$ cat src/rtl/svr_pkg.sv
// -----------------------------------------------------------------------------
// svr_pkg
// Shared definitions for the pixel packer: CSI-2 data type codes, trailer flag
// bit positions, the frame-capture state enum and the trailer word builder.
// -----------------------------------------------------------------------------
package svr_pkg;

    localparam logic [5:0] DT_RAW8  = 6'h28;
    localparam logic [5:0] DT_RAW10 = 6'h2B;

    // Trailer word flag positions; bits [15:0] carry the line count.
    localparam int TRL_FRAME_OVF_BIT = 16;
    localparam int TRL_DT_ERR_BIT    = 17;
    localparam int TRL_LEN_ERR_BIT   = 18;
    localparam int TRL_TRUNC_BIT     = 19;

    typedef enum logic [0:0] {
        WAIT_FS  = 1'b0,
        IN_FRAME = 1'b1
    } state_e;

    // Assemble the per-frame trailer: {12'h0, truncated, len_err, dt_err, frame_ovf, line_count}.
    function automatic logic [31:0] make_trailer(
        input logic        truncated,
        input logic        len_err,
        input logic        dt_err,
        input logic        frame_ovf,
        input logic [15:0] line_count
    );
        logic [31:0] word;
        word                    = 32'h0000_0000;
        word[15:0]              = line_count;
        word[TRL_FRAME_OVF_BIT] = frame_ovf;
        word[TRL_DT_ERR_BIT]    = dt_err;
        word[TRL_LEN_ERR_BIT]   = len_err;
        word[TRL_TRUNC_BIT]     = truncated;
        return word;
    endfunction

endpackage

$ cat src/rtl/svr_pixel_packer_if.sv
// -----------------------------------------------------------------------------
// svr_pixel_packer_if
// Packed-word output stream towards the frame-buffer writer.
//   out_data  : 32-bit packed word
//   out_valid : a word is available
//   out_ready : sink accepts the word this cycle
//   out_sop   : first word of a frame
//   out_eop   : trailer word (last of a frame)
// master = packer side, slave = frame-buffer writer side.
// -----------------------------------------------------------------------------
interface svr_pixel_packer_if;
    logic [31:0] out_data;
    logic        out_valid;
    logic        out_ready;
    logic        out_sop;
    logic        out_eop;

    modport master (
        output out_data,
        output out_valid,
        output out_sop,
        output out_eop,
        input  out_ready
    );

    modport slave (
        input  out_data,
        input  out_valid,
        input  out_sop,
        input  out_eop,
        output out_ready
    );
endinterface

$ cat src/rtl/svr_sync_fifo.sv
// -----------------------------------------------------------------------------
// svr_sync_fifo
// Single-clock first-word-fall-through FIFO. The head entry is visible on
// head while empty is low; a pop advances to the next entry. A push while
// full is accepted only when a pop happens in the same cycle.
//   clk, rst_n  : clock, asynchronous active-low reset
//   push/data   : write request and entry
//   pop         : consume head entry (ignored when empty)
//   head        : current head entry (zero when empty)
//   full/empty  : occupancy flags
//   level       : number of stored entries (0..DEPTH)
// -----------------------------------------------------------------------------
module svr_sync_fifo #(
    parameter int WIDTH = 34,
    parameter int DEPTH = 64,
    parameter int AW    = 6
) (
    input  logic             clk,
    input  logic             rst_n,
    input  logic             push,
    input  logic [WIDTH-1:0] push_data,
    input  logic             pop,
    output logic [WIDTH-1:0] head,
    output logic             full,
    output logic             empty,
    output logic [AW:0]      level
);

    localparam logic [AW:0] DEPTH_L = (AW+1)'(DEPTH);

    logic [WIDTH-1:0] mem_r [DEPTH];
    logic [AW-1:0]    wr_ptr_r;
    logic [AW-1:0]    rd_ptr_r;
    logic [AW:0]      level_r;
    logic             full_s;
    logic             empty_s;
    logic             pop_s;
    logic             accept_s;

    assign full_s   = (level_r == DEPTH_L);
    assign empty_s  = (level_r == '0);
    assign pop_s    = pop & ~empty_s;
    // A full FIFO still takes a write when the head leaves in the same cycle.
    assign accept_s = push & (~full_s | pop_s);

    assign head  = empty_s ? '0 : mem_r[rd_ptr_r];
    assign full  = full_s;
    assign empty = empty_s;
    assign level = level_r;

    // Storage array write port; contents need no reset since head is gated by empty.
    always_ff @(posedge clk) begin
        if (accept_s) begin
            mem_r[wr_ptr_r] <= push_data;
        end else begin
            mem_r[wr_ptr_r] <= mem_r[wr_ptr_r];
        end
    end

    // Pointer and occupancy bookkeeping.
    always_ff @(posedge clk or negedge rst_n) begin
        if (!rst_n) begin
            wr_ptr_r <= '0;
            rd_ptr_r <= '0;
            level_r  <= '0;
        end else begin
            if (accept_s) begin
                wr_ptr_r <= wr_ptr_r + AW'(1);
            end else begin
                wr_ptr_r <= wr_ptr_r;
            end
            if (pop_s) begin
                rd_ptr_r <= rd_ptr_r + AW'(1);
            end else begin
                rd_ptr_r <= rd_ptr_r;
            end
            case ({accept_s, pop_s})
                2'b10:   level_r <= level_r + (AW+1)'(1);
                2'b01:   level_r <= level_r - (AW+1)'(1);
                default: level_r <= level_r;
            endcase
        end
    end

endmodule

$ cat src/rtl/svr_pixel_packer.sv
// -----------------------------------------------------------------------------
// svr_pixel_packer
// Packs the CSI-2 receiver pixel stream into 32-bit words (RAW10: 3 px/word,
// RAW8: 4 px/word, each line starts a fresh word), appends a trailer word per
// frame and buffers everything in a FWFT FIFO feeding a valid/ready stream.
//   fclk, reset_n     : clock, asynchronous active-low reset
//   enable            : capture enable, sampled at svr_fs only
//   expected_cols     : expected pixels per line (len_err check)
//   clear_sticky      : clears the sticky overflow flag
//   svr_pixel/_valid  : pixel data and qualifier
//   svr_fs/fe/ls/le   : frame/line start/end strobes
//   svr_data_type     : 0x2B RAW10, 0x28 RAW8, latched at svr_fs
//   out_if            : packed-word stream (data/valid/ready/sop/eop)
//   overflow          : sticky, an entry was dropped on a full FIFO
//   frame_count       : trailers accepted into the FIFO (wrapping)
//   fifo_level        : FIFO occupancy
// -----------------------------------------------------------------------------
module svr_pixel_packer
    import svr_pkg::*;
#(
    parameter int FIFO_DEPTH = 64,
    parameter int AW         = 6
) (
    input  logic                      fclk,
    input  logic                      reset_n,
    input  logic                      enable,
    input  logic [15:0]               expected_cols,
    input  logic                      clear_sticky,
    input  logic [9:0]                svr_pixel,
    input  logic                      svr_pixel_valid,
    input  logic                      svr_fs,
    input  logic                      svr_fe,
    input  logic                      svr_ls,
    input  logic                      svr_le,
    input  logic [5:0]                svr_data_type,
    svr_pixel_packer_if.master        out_if,
    output logic                      overflow,
    output logic [15:0]               frame_count,
    output logic [AW:0]               fifo_level
);

    // Frame state and registered flags
    state_e      state_r;
    logic [5:0]  dt_r;
    logic [31:0] acc_r;
    logic [1:0]  k_r;
    logic [15:0] line_pix_r;
    logic [15:0] line_count_r;
    logic        len_err_r;
    logic        dt_err_r;
    logic        frame_ovf_r;
    logic        pending_sop_r;
    logic        overflow_r;
    logic [15:0] frame_count_r;

    // Combinational next-state and push request
    logic        dt_ok_s;
    logic        new_dt_bad_s;
    logic [1:0]  lane_last_s;
    logic [1:0]  k_base_s;
    logic [31:0] acc_base_s;
    logic [31:0] lane_word_s;
    logic [31:0] acc_nxt_s;
    logic [1:0]  k_nxt_s;
    logic [15:0] line_pix_nxt_s;
    logic        line_end_s;
    logic        len_bad_s;
    logic        push_s;
    logic [33:0] push_entry_s;
    logic        pop_s;
    logic        drop_s;

    // FIFO status
    logic [33:0] fifo_head_s;
    logic        fifo_full_s;
    logic        fifo_empty_s;
    logic [AW:0] fifo_level_s;

    // Lane geometry for the data type latched at frame start.
    always_comb begin
        dt_ok_s     = 1'b0;
        lane_last_s = 2'd0;
        case (dt_r)
            DT_RAW10: begin
                dt_ok_s     = 1'b1;
                lane_last_s = 2'd2;
            end
            DT_RAW8: begin
                dt_ok_s     = 1'b1;
                lane_last_s = 2'd3;
            end
            default: begin
                dt_ok_s     = 1'b0;
                lane_last_s = 2'd0;
            end
        endcase
    end

    assign new_dt_bad_s = (svr_data_type != DT_RAW10) && (svr_data_type != DT_RAW8);

    // A line start restarts the word before a same-cycle pixel is placed.
    assign k_base_s   = svr_ls ? 2'd0 : k_r;
    assign acc_base_s = svr_ls ? 32'h0000_0000 : acc_r;

    // Place the incoming pixel into its lane of the word.
    always_comb begin
        if (dt_r == DT_RAW10) begin
            lane_word_s = {22'h00_0000, svr_pixel} << ({3'b000, k_base_s} * 5'd10);
        end else begin
            lane_word_s = {24'h00_0000, svr_pixel[7:0]} << {k_base_s, 3'b000};
        end
    end

    // Packing datapath: decides the single push of this cycle and next accumulator state.
    always_comb begin
        acc_nxt_s      = acc_r;
        k_nxt_s        = k_r;
        line_pix_nxt_s = line_pix_r;
        line_end_s     = 1'b0;
        len_bad_s      = 1'b0;
        push_s         = 1'b0;
        push_entry_s   = 34'h0_0000_0000;
        if (state_r == IN_FRAME) begin
            if (svr_fs) begin
                // New frame cuts the current one short: partial word is discarded.
                push_s       = 1'b1;
                push_entry_s = {pending_sop_r, 1'b1,
                                make_trailer(1'b1, len_err_r, dt_err_r, frame_ovf_r, line_count_r)};
            end else if (svr_fe) begin
                push_s       = 1'b1;
                push_entry_s = {pending_sop_r, 1'b1,
                                make_trailer(1'b0, len_err_r, dt_err_r, frame_ovf_r, line_count_r)};
            end else begin
                acc_nxt_s      = acc_base_s;
                k_nxt_s        = k_base_s;
                line_pix_nxt_s = svr_ls ? 16'h0000 : line_pix_r;
                if (svr_pixel_valid) begin
                    line_pix_nxt_s = line_pix_nxt_s + 16'd1;
                    if (dt_ok_s) begin
                        if (k_base_s == lane_last_s) begin
                            push_s       = 1'b1;
                            push_entry_s = {pending_sop_r, 1'b0, acc_base_s | lane_word_s};
                            acc_nxt_s    = 32'h0000_0000;
                            k_nxt_s      = 2'd0;
                        end else begin
                            acc_nxt_s = acc_base_s | lane_word_s;
                            k_nxt_s   = k_base_s + 2'd1;
                        end
                    end else begin
                        acc_nxt_s = acc_base_s;
                        k_nxt_s   = k_base_s;
                    end
                end else begin
                    line_pix_nxt_s = line_pix_nxt_s;
                end
                if (svr_le) begin
                    // A word completed by a same-cycle pixel already covers the flush.
                    if (!push_s && (k_nxt_s != 2'd0)) begin
                        push_s       = 1'b1;
                        push_entry_s = {pending_sop_r, 1'b0, acc_nxt_s};
                    end else begin
                        push_s = push_s;
                    end
                    acc_nxt_s  = 32'h0000_0000;
                    k_nxt_s    = 2'd0;
                    line_end_s = 1'b1;
                    len_bad_s  = (line_pix_nxt_s != expected_cols);
                end else begin
                    line_end_s = 1'b0;
                end
            end
        end else begin
            push_s = 1'b0;
        end
    end

    assign pop_s  = ~fifo_empty_s & out_if.out_ready;
    assign drop_s = push_s & fifo_full_s & ~pop_s;

    svr_sync_fifo #(
        .WIDTH (34),
        .DEPTH (FIFO_DEPTH),
        .AW    (AW)
    ) u_fifo (
        .clk       (fclk),
        .rst_n     (reset_n),
        .push      (push_s),
        .push_data (push_entry_s),
        .pop       (pop_s),
        .head      (fifo_head_s),
        .full      (fifo_full_s),
        .empty     (fifo_empty_s),
        .level     (fifo_level_s)
    );

    // Frame FSM with all frame-scoped registers, sticky overflow and frame counter.
    always_ff @(posedge fclk or negedge reset_n) begin
        if (!reset_n) begin
            state_r       <= WAIT_FS;
            dt_r          <= 6'h00;
            acc_r         <= 32'h0000_0000;
            k_r           <= 2'd0;
            line_pix_r    <= 16'h0000;
            line_count_r  <= 16'h0000;
            len_err_r     <= 1'b0;
            dt_err_r      <= 1'b0;
            frame_ovf_r   <= 1'b0;
            pending_sop_r <= 1'b0;
            overflow_r    <= 1'b0;
            frame_count_r <= 16'h0000;
        end else begin
            // A drop in the same cycle as a clear keeps the flag set.
            if (drop_s) begin
                overflow_r <= 1'b1;
            end else if (clear_sticky) begin
                overflow_r <= 1'b0;
            end else begin
                overflow_r <= overflow_r;
            end

            if (push_s && push_entry_s[32] && !drop_s) begin
                frame_count_r <= frame_count_r + 16'd1;
            end else begin
                frame_count_r <= frame_count_r;
            end

            if (svr_fs) begin
                // Frame start in either state; an ongoing frame already got its trailer.
                if (enable) begin
                    state_r       <= IN_FRAME;
                    dt_r          <= svr_data_type;
                    dt_err_r      <= new_dt_bad_s;
                    acc_r         <= 32'h0000_0000;
                    k_r           <= 2'd0;
                    line_pix_r    <= 16'h0000;
                    line_count_r  <= 16'h0000;
                    len_err_r     <= 1'b0;
                    frame_ovf_r   <= 1'b0;
                    pending_sop_r <= 1'b1;
                end else begin
                    state_r       <= WAIT_FS;
                    pending_sop_r <= 1'b0;
                end
            end else begin
                case (state_r)
                    WAIT_FS: begin
                        state_r <= WAIT_FS;
                    end
                    IN_FRAME: begin
                        if (svr_fe) begin
                            state_r       <= WAIT_FS;
                            pending_sop_r <= 1'b0;
                        end else begin
                            state_r    <= IN_FRAME;
                            acc_r      <= acc_nxt_s;
                            k_r        <= k_nxt_s;
                            line_pix_r <= line_pix_nxt_s;
                            if (line_end_s && (line_count_r != 16'hFFFF)) begin
                                line_count_r <= line_count_r + 16'd1;
                            end else begin
                                line_count_r <= line_count_r;
                            end
                            if (len_bad_s) begin
                                len_err_r <= 1'b1;
                            end else begin
                                len_err_r <= len_err_r;
                            end
                            if (drop_s) begin
                                frame_ovf_r <= 1'b1;
                            end else begin
                                frame_ovf_r <= frame_ovf_r;
                            end
                            if (push_s) begin
                                pending_sop_r <= 1'b0;
                            end else begin
                                pending_sop_r <= pending_sop_r;
                            end
                        end
                    end
                    default: begin
                        state_r <= WAIT_FS;
                    end
                endcase
            end
        end
    end

    assign out_if.out_data  = fifo_head_s[31:0];
    assign out_if.out_eop   = fifo_head_s[32];
    assign out_if.out_sop   = fifo_head_s[33];
    assign out_if.out_valid = ~fifo_empty_s;
    assign overflow         = overflow_r;
    assign frame_count      = frame_count_r;
    assign fifo_level       = fifo_level_s;

endmodule

$ cat src/flat_wrapper.sv
// flat-port wrapper written by rule: the top's interface ports become plain ports
module svr_pixel_packer_flat import svr_pkg::*;
#(
    parameter int FIFO_DEPTH = 64,
    parameter int AW         = 6
)
  (fclk, reset_n, enable, expected_cols, clear_sticky, svr_pixel, svr_pixel_valid, svr_fs, svr_fe, svr_ls, svr_le, svr_data_type, overflow, frame_count, fifo_level, out_if_out_data, out_if_out_valid, out_if_out_sop, out_if_out_eop, out_if_out_ready);
  svr_pixel_packer_if out_if_i ();
  input  logic fclk;
  input  logic reset_n;
  input  logic enable;
  input  logic [15:0] expected_cols;
  input  logic clear_sticky;
  input  logic [9:0] svr_pixel;
  input  logic svr_pixel_valid;
  input  logic svr_fs;
  input  logic svr_fe;
  input  logic svr_ls;
  input  logic svr_le;
  input  logic [5:0] svr_data_type;
  output logic overflow;
  output logic [15:0] frame_count;
  output logic [AW:0] fifo_level;
  output wire logic [$bits(out_if_i.out_data)-1:0] out_if_out_data;
  output wire logic [$bits(out_if_i.out_valid)-1:0] out_if_out_valid;
  output wire logic [$bits(out_if_i.out_sop)-1:0] out_if_out_sop;
  output wire logic [$bits(out_if_i.out_eop)-1:0] out_if_out_eop;
  input wire logic [$bits(out_if_i.out_ready)-1:0] out_if_out_ready;
  assign out_if_out_data = out_if_i.out_data;
  assign out_if_out_valid = out_if_i.out_valid;
  assign out_if_out_sop = out_if_i.out_sop;
  assign out_if_out_eop = out_if_i.out_eop;
  assign out_if_i.out_ready = out_if_out_ready;
  svr_pixel_packer #(.FIFO_DEPTH(FIFO_DEPTH), .AW(AW)) u_core (.fclk(fclk), .reset_n(reset_n), .enable(enable), .expected_cols(expected_cols), .clear_sticky(clear_sticky), .svr_pixel(svr_pixel), .svr_pixel_valid(svr_pixel_valid), .svr_fs(svr_fs), .svr_fe(svr_fe), .svr_ls(svr_ls), .svr_le(svr_le), .svr_data_type(svr_data_type), .out_if(out_if_i), .overflow(overflow), .frame_count(frame_count), .fifo_level(fifo_level));
endmodule
$ cat config.mk
export PLATFORM = sky130hd
export DESIGN_NAME = svr_pixel_packer_flat
export DESIGN_NICKNAME = d
export VERILOG_FILES = /design/src/rtl/svr_pkg.sv /design/src/rtl/svr_pixel_packer_if.sv /design/src/rtl/svr_sync_fifo.sv /design/src/rtl/svr_pixel_packer.sv /design/src/flat_wrapper.sv
export SDC_FILE = /design/constraint.sdc
export NUM_CORES = 2
export LEC_CHECK = 0
export ABC_AREA = 1
export BUFFER_PORTS_ARGS = -buffer_cell sky130_fd_sc_hd__buf_2
export CORE_ASPECT_RATIO = 0.6
export CORE_MARGIN = 2
export CORE_UTILIZATION = 40
export CTS_BUF_LIST = sky130_fd_sc_hd__clkbuf_4 sky130_fd_sc_hd__clkbuf_8 sky130_fd_sc_hd__clkbuf_16
export CTS_CLUSTER_DIAMETER = 120
export DETAILED_ROUTE_END_ITERATION = 6
export GPL_ROUTABILITY_DRIVEN = 0
export SLEW_MARGIN = 20
export SYNTH_ARGS = -nofsm -noshare
export SYNTH_HDL_FRONTEND = slang
export SYNTH_HIERARCHICAL = 1
export SYNTH_SLANG_ARGS = --single-unit
$ cat constraint.sdc
create_clock -name fclk -period 7.3 [get_ports fclk]
set_input_delay 0.365 -clock fclk [delete_from_list [all_inputs] [get_ports fclk]]
set_output_delay 0.365 -clock fclk [all_outputs]
set_load 0.1 [all_outputs]
* After elaboration in Yosys (flattened, before gate mapping)
Memories as Yosys holds them, arrays and structs flattened. Cells that the tools add are included.
Storage, ports and cells: bits of input ports 42, register bits after elaboration 113, RAM bits 2176, memories 1
Operators by class: reductions and logical operators 24, muxes and demuxes 89, multiply operators 1, shift-type cells 2, eq/ne operators 13, $add $sub $neg 8, bitwise gates (word level) 12
Memories:
- u_core.u_fifo.mem_r | depth 64, width 34, read ports 1, clocked after Yosys merged registers in 0, write ports 1, RTL line svr_sync_fifo.sv:31 | logic [WIDTH-1:0] mem_r [DEPTH];
Operators with widths (number):
- $mux W34 | 10
- $mux W32 | 10
- $mux W16 | 13
- $add A16 B1 Y16 const B | 3
- $mux W1 | 41
- $or A32 B32 Y32 | 1
- $shl A10 B5 Y32 | 1
- $shl A8 B5 Y32 | 1
- $mux W2 | 12
- $ne A16 B16 Y1 | 1
- $ne A16 B16 Y1 const B | 1
- $pmux W7 S2 | 1
- $reduce_bool A2 Y1 | 7
- $add A6 B1 Y6 const B | 2
- $eq A6 B6 Y1 const B | 2
- $ne A6 B6 Y1 const B | 2
- $reduce_and A4 Y1 | 3
- $add A7 B1 Y7 const B | 1
- $eq A7 B7 Y1 const B | 1
- $logic_not A7 Y1 | 1
- $sub A7 B1 Y7 const B | 1
- $reduce_and A2 Y1 | 3
- $and A1 B1 Y1 | 5
- $logic_and A1 B1 Y1 | 5
- other kinds (15) | 21

* Depth between registers and ports, before layout
depth after elaboration 22, depth in mapped cells 26, mapped depth without buffers 26

* Modules after synthesis
Netlist, hierarchy kept.
By module, submodules not included:
- svr_sync_fifo | times used 1, seq. area each 65818.1 um^2, area an instance 90833.4 um^2, cells an instance 8145
- svr_pixel_packer | times used 1, seq. area each 2352.3 um^2, area an instance 7168.1 um^2, cells an instance 1099

* Worst setup path before layout
No wires, ideal clock.
kind register to register, start point register u_core.u_fifo.level_r[1] (netlist: u_core/u_fifo/level[1]), end point memory u_core.u_fifo.mem_r[7][0], enable pin, stages on the path, launching flop included 11, arrival 5.708 ns, setup time 0.510 ns, setup slack 1.082 ns, buffers on the path 2, cell sequence dfrtp_1 -> inv_1 -> nand4_1 -> nor3_4 -> clkbuf_1 -> nor2_1 -> inv_1 -> a21oi_2 -> buf_2 -> inv_1 -> nor4_1
Between the ends: cells in the longest elaborated chain, start to end 9, elaborated cells on any way between the ends 13, those cells by class eq/ne (1); mux (3); bitwise (7); reduce/logical (2)
Ends and longest elaborated chain:
- from (decl) | RTL line svr_sync_fifo.sv:34 | logic [AW:0] level_r;
- from (signal assigned) | RTL line svr_sync_fifo.sv:78 | 2'b10: level_r <= level_r + (AW+1)'(1);
- from (signal assigned) | RTL line svr_sync_fifo.sv:79 | 2'b01: level_r <= level_r - (AW+1)'(1);
- from (signal assigned) | RTL line svr_sync_fifo.sv:80 | default: level_r <= level_r;
- $logic_not A7 Y1 * | RTL line svr_sync_fifo.sv:41 | assign empty_s = (level_r == '0);
- net u_core.fifo_empty_s | RTL line svr_pixel_packer.sv:76 | logic fifo_empty_s;
- $not A1 Y1 * | RTL line svr_pixel_packer.sv:177 | assign pop_s = ~fifo_empty_s & out_if.out_ready;
- $and A1 B1 Y1 * | RTL line svr_pixel_packer.sv:177
- net u_core.pop_s | RTL line svr_pixel_packer.sv:70 | logic pop_s;
- $and A1 B1 Y1 * | RTL line svr_sync_fifo.sv:42 | assign pop_s = pop & ~empty_s;
- $or A1 B1 Y1 * | RTL line svr_sync_fifo.sv:44 | assign accept_s = push & (~full_s | pop_s);
- $and A1 B1 Y1 * | RTL line svr_sync_fifo.sv:44
- $mux W1 (on tied branches) | RTL line svr_sync_fifo.sv:53, svr_sync_fifo.sv:56
- $mux W1 (not written as such) / $reduce_and A2 Y1 (equally long branches)
- $or A1 B1 Y1 (no source line) *
- to (decl) | RTL line svr_sync_fifo.sv:31
Mark *: on every way through the listed nets, which the timed path passes. The rest lies on a longest branch.

* Final worst setup path
start point register u_core.u_fifo.rd_ptr_r[0], end point output port out_if_out_data[8]
Between the ends: cells in the longest elaborated chain, start to end 2
Ends and longest elaborated chain:
- from (decl) | RTL line svr_sync_fifo.sv:33 | logic [AW-1:0] rd_ptr_r;
- from (signal assigned) | RTL line svr_sync_fifo.sv:73 | rd_ptr_r <= rd_ptr_r + AW'(1);
- from (signal assigned) | RTL line svr_sync_fifo.sv:75 | rd_ptr_r <= rd_ptr_r;
- $mem_v2 Z64 W34
- $mux W34 | RTL line svr_sync_fifo.sv:46 | assign head = empty_s ? '0 : mem_r[rd_ptr_r];
- to (decl) | RTL line flat_wrapper.sv:24 | output wire logic [$bits(out_if_i.out_data)-1:0] out_if_out_data;
No other way between the ends.

==> metrics <==
outcome finished with violations; failing checks max-slew violations; clk_lat worst skew about 0.91 ns; syn_nets 9297; number of synthesized register bits 2289; complex-gate fraction of the synthesized area 4.142%; Max-cap violations 0; CTS Root Cell clkbuf_16; Yosys top cell area share 66.68%; yosys warns 6; CTS tree done; P_int 24.46 mW; RSZ-0062 raised after global routing no; antenna violations before repair 28; largest cells by area after synthesis edfxtp_1 67%, nand2_1 10%, nand3_1 5.1%; most frequent cells after synthesis 2635 x nand2_1, 2176 x edfxtp_1, 1207 x nor2_1; clock sinks approximately 2.3k; Reg2Reg Depth 17; Post-Syn Instances 9244; DRC 0; first-pass GRT wire length 443600 um; first-iteration detailed-routing DRC count between 10k and 15k; post-synthesis adder-cell area fraction less than 1%; nets 9331; DR WL/cell about 24 um; top_reg_cell synth edfxtp_1; Crit path required time 6.93 ns; critical path type reg2out; die height 387.4 um; EDFF count, synth between 2k and 2.5k; Worst Path Arrival 5.46 ns; vias per cell 5.440; H-tree depth 4; smallest setup slack after layout ~1.5 ns; DP Wirelength 187000 um; Rows 140; Post-Synth Simple-Gate Area 21.00%; final WL 309000 um; Core ar. about 0.24 sq mm; Post-Place Setup Slack 1.987 ns; Startpoint Class flop; setup TNS 0 ns; sw frac 42.77%; via count 69.19k; DRT Pass-1 Iters 6; Sequential Power Share 34.7%; Cell Pwr Density about 390 mW/mm^2; largest family of logic cells by synthesized area simple AND/OR/NAND/NOR gates; share of cells above drive strength 1 9.207%; Post-Synth XOR/XNOR Area 0.2681%; hold_buf cts 12; multiplexer share of the synthesized area 0%; worst-path maximum fanout 184; CTS Buffer Depth 4; top-count cell post-synth nand2_1; Worst R2R Setup Slack 1.80 ns; final hold viol count 0; Comb power frac 38.7%; CTS clk-pin slew, worst paths about 0.07 ns; worst vdd ir 0.4918 mV; fmax 0.1717 GHz; Slew @ Worst Pin 1.543 ns; post-CTS setup buffers 0; Clock Power Share between 20% and 30%; Filler Cell Count 22.35k; Max Slew Vio Count 40; Final Cycle Share 79.77%; Hold Path Class in2async; Die Span X 643.0 um; PortBufs 100; Lkg Pwr 42.63 nW; max-slew headroom at the worst pin -2.843%; largest net degree at the start of global routing 185; Congestion Overflow GR 0; Final Critical Period 5.823 ns; cts bufs inserted 215; Yosys top cell by area edfxtp_1; Mean Syn Cell Area roughly 11 sq um; skew final between 0.06 and 0.07 ns; WHS about 0.032 ns; Post-Syn Area between 0.09 and 0.1 sq mm; RR Endpoint u_core/u_fifo/mem_r[50][31]; Seq/Total Area, Yosys between 60% and 70%; Switch Pwr 18.28 mW; Die ar. ~0.25 sq mm; Syn-to-layout area delta 12.64%; starting density of the core 40.31%; final setup fails 0; placed cell count 12.30k; GRT Util Overall 24.20%; RR Startpoint u_core/dt_r[4]; CTS resizes 0; Worst Setup End Kind output port; Async S/R FF share, synth 4.937%; remaining antenna violation count 0; Unique masters post-synth 61; vias in the first global route 62.97k; fin cells 12.72k; I/O pin cnt 101
-- worst max-delay path, cell delays in order, from the launching register on --
cell     delay (ns)
dfrtp_4        0.86
inv_16         0.22
buf_12         0.60
buf_4          0.24
nand2_1        0.07
nand3_1        0.09
a21oi_1        0.20
nor2_1         0.11
nand2_1        0.08
nand3_1        0.54
a21oi_1        0.45
buf_2          0.49
-- logic make-up after synthesis --
group,Yosys count
AND/OR/NAND/NOR,5005
flip-flops,2289
buffers and inverters,1129
AO/OA/AOI/OAI,780
XOR/XNOR,30
adder cells (fa/ha/maj),11
-- worst max-delay path by stage --
stage | end | start | slack (ns)
after floorplan | u_core/u_fifo/mem_r[7][0] | u_core/u_fifo/level[1] | 1.08
after global placement | u_core/u_fifo/mem_r[50][24] | svr_ls | 2.03
after detailed placement | u_core/u_fifo/mem_r[50][27] | u_core/dt_r[2] | 1.99
after CTS | out_if_out_data[2] | u_core/u_fifo/rd_ptr_r[0] | 1.68
after global routing | out_if_out_data[12] | u_core/u_fifo/rd_ptr_r[0] | 1.44
final | out_if_out_data[8] | u_core/u_fifo/rd_ptr_r[0] | 1.48
-- placed cells by master (no fill, tap or decap), types with 41 or more instances in the layout --
cell type  instances
nor2_4            75
or2_2             41
o21ai_0          507
edfxtp_1        2176
clkbuf_16        219
a21oi_1          182
nand3_1          995
clkbuf_4          41
clkinv_1          55
buf_2             99
nor2_1          1138
inv_1            592
dfrtp_1          108
buf_4            173
nand2_1         2635
-- metal layers --
metal	part of all wire [%]	wire length, um	track usage (%)	up-vias
met5	0.017	53	0	-
met4	2.4	7425	5.532	8
met3	13	41110	6.591	397
met2	41	127800	34.03	4000
met1	43	132600	36.95	33605
li1	-	-	-	31183
-- registers in the layout (all words and copies together) (netlist names) --
| name | count |
|---|---|
| u_core/frame_count | 16 |
| u_core/line_pix_r | 16 |
| u_core/k_r | 2 |
| u_core/u_fifo/level | 7 |
| u_core/dt_err_r | 1 |
| u_core/pending_sop_r | 1 |
| u_core/overflow | 1 |
| u_core/u_fifo/wr_ptr_r | 6 |
| u_core/acc_r | 32 |
| u_core/line_count_r | 16 |
| u_core/dt_r | 6 |
| u_core/len_err_r | 1 |
| u_core/u_fifo/rd_ptr_r | 6 |
| u_core/state_r | 1 |
| u_core/frame_ovf_r | 1 |
| u_core/u_fifo/mem_r | 2176 |
-- power by group through the flow --
stage,clock network [mW],logic [mW],registers (mW)
final,11.4,16.6,14.8
after global routing,12.0,17.6,14.8
after floorplan,0,10.3,15.2
after detailed placement,0,16.2,15.1
after CTS,11.5,16.3,14.8
after global placement,0,16.1,15.1
-- layout make-up --
class | instances | area (sq um) | share of cell area, %
Timing Repair Buffer | 331 | 2907 | 2.633
Inverter | 615 | 2352 | 2.131
Clock inverter | 125 | 1109 | 1.004
Tap cell | 3266 | 4086 | 3.702
Sequential cell | 2289 | 68190 | 61.77
Clock buffer | 263 | 5829 | 5.281
Antenna cell | 5 | 12.51 | 0.01133
Multi-Input combinational cell | 5826 | 25900 | 23.47
-- per-stage QoR --
stage / utilization (%) / area (sq um) / total power [mW]
floorplan: - / 98000 / 25.50
global placement: 42.28 / 102800 / 31.21
detailed placement: 42.35 / 103000 / 31.32
CTS: 45.25 / 110000 / 42.61
global route: 45.40 / 110400 / 44.46
finish: 45.40 / 110400 / 42.74
Note: power is estimated with default switching activity, not from simulation.
